[src/rtl/uart_pkg.sv]
// Shared definitions for the buffered UART transmitter.
package uart_pkg;

    // 9600 baud at a 50 MHz sysclk
    localparam int unsigned CLKS_PER_BIT_DEFAULT = 5208;

    typedef enum logic [2:0] {
        StIdle,
        StStart,
        StData,
        StParity,
        StStop
    } tx_state_e;

endpackage

[src/rtl/sync_fifo.sv]
// Single-clock FIFO with first-word-fall-through read data and occupancy count.
module sync_fifo #(
    parameter int unsigned WIDTH = 8,
    parameter int unsigned DEPTH = 8
) (
    input  logic                     sysclk,
    input  logic                     reset,
    input  logic [WIDTH-1:0]         wr_data,
    input  logic                     wr_en,
    input  logic                     pop,
    output logic [WIDTH-1:0]         rd_data,
    output logic                     full,
    output logic                     empty,
    output logic [$clog2(DEPTH):0]   level
);

    localparam int unsigned AW = $clog2(DEPTH);

    logic [WIDTH-1:0] mem [DEPTH];
    logic [AW-1:0]    wr_ptr_q;
    logic [AW-1:0]    rd_ptr_q;
    logic [AW:0]      count_q;
    logic             push;
    logic             do_pop;

    // full is judged on the pre-edge count, so a write while full is dropped even on a pop
    assign push   = wr_en && !full;
    assign do_pop = pop && !empty;

    always_ff @(posedge sysclk) begin
        if (push) begin
            mem[wr_ptr_q] <= wr_data;
        end
    end

    always_ff @(posedge sysclk) begin
        if (reset) begin
            wr_ptr_q <= '0;
            rd_ptr_q <= '0;
            count_q  <= '0;
        end else begin
            if (push) begin
                wr_ptr_q <= wr_ptr_q + AW'(1);
            end
            if (do_pop) begin
                rd_ptr_q <= rd_ptr_q + AW'(1);
            end
            if (push && !do_pop) begin
                count_q <= count_q + (AW + 1)'(1);
            end else if (do_pop && !push) begin
                count_q <= count_q - (AW + 1)'(1);
            end
        end
    end

    assign rd_data = mem[rd_ptr_q];
    assign full    = (count_q == (AW + 1)'(DEPTH));
    assign empty   = (count_q == '0);
    assign level   = count_q;

endmodule

[src/rtl/uart_tx_buf.sv]
// UART transmitter fed from a byte FIFO; 8 data bits, optional parity, one stop bit.
module uart_tx_buf
    import uart_pkg::*;
#(
    parameter int unsigned CLKS_PER_BIT = CLKS_PER_BIT_DEFAULT,
    parameter int unsigned FIFO_DEPTH   = 8,
    parameter int unsigned PARITY_EN    = 0,
    parameter int unsigned PARITY_ODD   = 0
) (
    input  logic                          sysclk,
    input  logic                          reset,
    input  logic [7:0]                    wr_data,
    input  logic                          wr_en,
    output logic                          full,
    output logic                          empty,
    output logic [$clog2(FIFO_DEPTH):0]   level,
    output logic                          overflow,
    output logic                          busy,
    output logic                          tx_out
);

    localparam int unsigned CW = $clog2(CLKS_PER_BIT);

    tx_state_e     state_q, state_d;
    logic [CW-1:0] cnt_q, cnt_d;
    logic [2:0]    bit_q, bit_d;
    logic [7:0]    shift_q, shift_d;
    logic          par_q, par_d;
    logic          tx_q, tx_d;
    logic          ovf_q;
    logic          pop;
    logic          bit_end;
    logic [7:0]    rd_data;

    sync_fifo #(
        .WIDTH (8),
        .DEPTH (FIFO_DEPTH)
    ) u_fifo (
        .sysclk  (sysclk),
        .reset   (reset),
        .wr_data (wr_data),
        .wr_en   (wr_en),
        .pop     (pop),
        .rd_data (rd_data),
        .full    (full),
        .empty   (empty),
        .level   (level)
    );

    assign bit_end = (cnt_q == CW'(CLKS_PER_BIT - 1));

    always_comb begin
        state_d = state_q;
        cnt_d   = bit_end ? '0 : cnt_q + CW'(1);
        bit_d   = bit_q;
        shift_d = shift_q;
        par_d   = par_q;
        pop     = 1'b0;
        unique case (state_q)
            StIdle: begin
                cnt_d = '0;
                if (!empty) begin
                    pop     = 1'b1;
                    state_d = StStart;
                end
            end
            StStart: begin
                if (bit_end) begin
                    state_d = StData;
                end
            end
            StData: begin
                if (bit_end) begin
                    shift_d = shift_q >> 1;
                    bit_d   = bit_q + 3'd1;
                    if (bit_q == 3'd7) begin
                        state_d = (PARITY_EN != 0) ? StParity : StStop;
                    end
                end
            end
            StParity: begin
                if (bit_end) begin
                    state_d = StStop;
                end
            end
            StStop: begin
                if (bit_end) begin
                    // back-to-back frames: pop straight into START with no idle bit
                    if (!empty) begin
                        pop     = 1'b1;
                        state_d = StStart;
                    end else begin
                        state_d = StIdle;
                    end
                end
            end
            default: state_d = StIdle;
        endcase
        if (pop) begin
            shift_d = rd_data;
            par_d   = (^rd_data) ^ (PARITY_ODD != 0);
            bit_d   = 3'd0;
            cnt_d   = '0;
        end
    end

    // line level follows the current state, registered
    always_comb begin
        tx_d = 1'b1;
        unique case (state_q)
            StStart:  tx_d = 1'b0;
            StData:   tx_d = shift_q[0];
            StParity: tx_d = par_q;
            default:  tx_d = 1'b1;
        endcase
    end

    always_ff @(posedge sysclk) begin
        if (reset) begin
            state_q <= StIdle;
            cnt_q   <= '0;
            bit_q   <= 3'd0;
            shift_q <= 8'd0;
            par_q   <= 1'b0;
            tx_q    <= 1'b1;
            ovf_q   <= 1'b0;
        end else begin
            state_q <= state_d;
            cnt_q   <= cnt_d;
            bit_q   <= bit_d;
            shift_q <= shift_d;
            par_q   <= par_d;
            tx_q    <= tx_d;
            if (wr_en && full) begin
                ovf_q <= 1'b1;
            end
        end
    end

    assign overflow = ovf_q;
    assign busy     = (state_q != StIdle);
    assign tx_out   = tx_q;

endmodule
[config.mk]
export PLATFORM = sky130hd
export DESIGN_NAME = uart_tx_buf
export DESIGN_NICKNAME = d
export VERILOG_FILES = /design/src/rtl/uart_pkg.sv /design/src/rtl/sync_fifo.sv /design/src/rtl/uart_tx_buf.sv
export SDC_FILE = /design/constraint.sdc
export NUM_CORES = 1
export LEC_CHECK = 0
export BUFFER_PORTS_ARGS = -buffer_cell sky130_fd_sc_hd__buf_2
export CORE_MARGIN = 2
export CORE_UTILIZATION = 40
export CTS_BUF_LIST = sky130_fd_sc_hd__clkbuf_4
export DETAILED_ROUTE_END_ITERATION = 10
export GPL_ROUTABILITY_DRIVEN = 0
export SYNTH_ARGS = -nofsm -noshare
export SYNTH_HDL_FRONTEND = slang
export SYNTH_SLANG_ARGS = --single-unit
export TNS_END_PERCENT = 10
[constraint.sdc]
create_clock -name sysclk -period 3.7 [get_ports sysclk]
set_input_delay 0.74 -clock sysclk [delete_from_list [all_inputs] [get_ports sysclk]]
set_output_delay 0.74 -clock sysclk [all_outputs]
set_load 0.1 [all_outputs]
==> flow_metrics.tcl <==
set metrics [dict create \
    setup.worst_path.start_class "register" \
    cap_violations 0 \
    worstSetupEndpointType "register" \
    rsz0062_at_grt "no" \
    rows 38 \
    final_core_util_pct 45.1 \
    regArea_sq_um 2790 \
    nFillCells 953 \
    drtIter0Drc 147 \
    start_util_pct 41.2 \
    tns_ps 0 \
    post_route_cells_drive_above_1_share_pct 19.2 \
    max_freq_ghz 0.308 \
    cts_resized 0 \
    synth_area_leaders "edfxtp_1 (43%), dfxtp_1 (19%), mux4_1 (5.9%)" \
    htreeDepth 3 \
    power_density_nw_per_um2 631 \
    p_clk_share_pct 17.4 \
    critPathMaxFanout 10 \
    numCtsBuffers 9 \
    drc 0 \
    clockBufferDepth 2 \
    grt_pass1_vias 2399 \
    synth_top_area_share_pct 42.9 \
    power_frac_seq_pct 48.3 \
    coreArea_sq_um 10900 \
    synthArstFlopShare_pct 0 \
    p_switching_mw 1.10 \
    ys_types 49 \
    leakage_nw 1.67 \
    yosysWarningCount 0 \
    report.final.slew_viol_count 0 \
    sw_frac_of_total_pct 35.6 \
    grt_usage_pct 14.0 \
    grt_first_pass_wirelength_microns 12300 \
    port_buffers 19 \
    worstSkewPairLatency_ps 460 \
    dp_hpwl_microns 4860 \
    wire_per_inst_microns 15.4 \
    grt_max_degree 30 \
    ys_seq_elements 107 \
    syn_nets 338 \
    dr_total_vias 2476 \
    multi_input_area_sq_um 1640 \
    tightest_slew_ps 956 \
    die-width_microns 110 \
    relSlewSlack_pct 36.0 \
    finalCriticalPeriod_ps 3250 \
    crit_type "register to register" \
    ioPinCount 20 \
    die_area_sq_um 12100 \
    power.total_mw 3.10 \
    comb_power_share_pct 34.3 \
    dr.pass1.iters 4 \
    clock-sinks 107 \
    cp.required_ps 4090 \
    yosysSeqAreaShare_pct 62.1 \
    outcome "finished, final reports clean" \
    post_cts_buffers 0 \
    cts_hold_buf 0 \
    postRouteAntennaNets 0 \
    finalSetupViolations 0 \
    antenna_found_initial 0 \
    postSynthCellCount 318 \
    cts_tree "built" \
    root_buffer "clkbuf_4" \
    synth_edf_count 64 \
    peakVddDrop_mv 0.433 \
    avgSynthCellArea_sq_um 14.1 \
    period_share_pct 87.8 \
    synth_area_leader_cell "edfxtp_1" \
    path_clk_slew_ps 160 \
    fin_worst_skew_ps 14.8 \
    routed_via_density 5.06 \
    diodes 0 \
    worst_hold_path_type "register to register" \
    routed_wl_microns 7550 \
    synth_ff_type "edfxtp_1" \
    arrival_ps 3640 \
    dieHeight_microns 110 \
    overflow 0 \
    area_growth_pct 9.60 \
    p_int_mw 2.00 \
    netlist_area_sq_um 4480 \
    nets 364 \
    final-hold-violation-count 0 \
]
==> cells in the mapped netlist (3+ instances only) <==
cell       n
ha_1       8
a22oi_1    4
nand2_1   19
nor2_1    33
mux4_2     6
inv_1      4
nand2b_1   4
a21oi_1   15
nor3_1     9
edfxtp_1  64
xor2_1    11
buf_2      4
o21ai_0    5
mux2_2     4
dfxtp_1   43
clkbuf_1   7
a211oi_1   3
a31oi_1    3
nand4_1    6
xnor2_1    8
mux4_1    10
or3_1      6
or2_0      3
mux2i_1    7
==> sequential cells by signal (all words and copies together), names as in the netlist, 3 cells and up, named ones only <==
register,cells
u_fifo.wr_ptr_q,3
cnt_q,13
u_fifo.rd_ptr_q,3
bit_q,3
state_q,3
u_fifo.level,4
shift_q,8
u_fifo.mem,64
==> area by class of cell <==
class / instances / area share, %
sequential: 107 / 56.8
multi-input combinational: 192 / 33.3
tap: 140 / 3.57
timing repair buffer: 29 / 3.46
clock buffer: 9 / 1.38
clock inverter: 7 / 1.15
inverter: 5 / 0.382
==> kinds of logic (layout without fill, tap and decap cells) <==
family | count (synthesis) | after routing | synth area share, %
DFF | 107 | 107 | 62.1
and+or+nand+nor | 98 | 98 | 11.1
AOI/OAI and AO/OA | 35 | 35 | 5.05
muxes | 28 | 28 | 11.9
xor gates and xnor gates | 22 | 22 | 4.94
buffers and inverters | 19 | 50 | 2.26
adders and majority gates | 9 | 9 | 2.68
==> power by group through the flow <==
| stage | Clock (mW) | Combinational, mW | Sequential [mW] |
|---|---|---|---|
| floorplan | 0 | 0.819 | 1.60 |
| global placement | 0 | 1.07 | 1.53 |
| detailed placement | 0 | 1.07 | 1.53 |
| CTS | 0.567 | 1.08 | 1.50 |
| global route | 0.613 | 1.16 | 1.52 |
| finish | 0.540 | 1.06 | 1.50 |
==> critical path, cell delays in order (launching register included) <==
cell	delay [ps]
dfxtp_1	420
ha_1	240
and4_1	300
nand3_2	230
a2111oi_4	450
inv_2	120
ha_1	240
inv_1	110
ha_1	240
a21o_1	170
a21oi_1	160
xnor2_1	90
or3_1	300
a21oi_1	140
==> cells in the final DEF (no fill, tap or decap), drive strengths merged, types with 10 or more instances in the layout <==
cell / n
buf: 29
inv: 10
xor2: 12
a21oi: 15
dfxtp: 43
nor2: 33
edfxtp: 64
mux4: 16
nand2: 19
==> through the flow <==
step | cell area (sq um) | hold WS [ps] | worst slack [ps] | std cells
2_1_floorplan | 4520 | 437 | 121 | 318
3_3_place_gp | 4790 | 443 | 552 | 473
3_5_place_dp | 4790 | 447 | 433 | 473
4_1_cts | 4910 | 467 | 420 | 489
5_1_grt | 4910 | 480 | 129 | 489
6_report | 4910 | 465 | 451 | 489
==> routing by layer <==
layer	part of all wire [%]	GRT usage, %
met1	48	17.8
met3	4.2	5.57
met2	47	22.3
met5	0	0
met4	0.93	3.53
==> worst paths after layout <==
path                           start                      endpoint  slack, ps  cells past startpoint
max              cnt_q[0]$_SDFF_PP0_  u_fifo.level[3]$_SDFFE_PP0P_        450                     13
max reg2reg      cnt_q[0]$_SDFF_PP0_  u_fifo.level[3]$_SDFFE_PP0P_        450                     13
min reg2reg  shift_q[1]$_SDFFE_PP0P_       shift_q[1]$_SDFFE_PP0P_        460                      2
min          shift_q[1]$_SDFFE_PP0P_       shift_q[1]$_SDFFE_PP0P_        460                      2
Power figures use the tool's default switching activity.
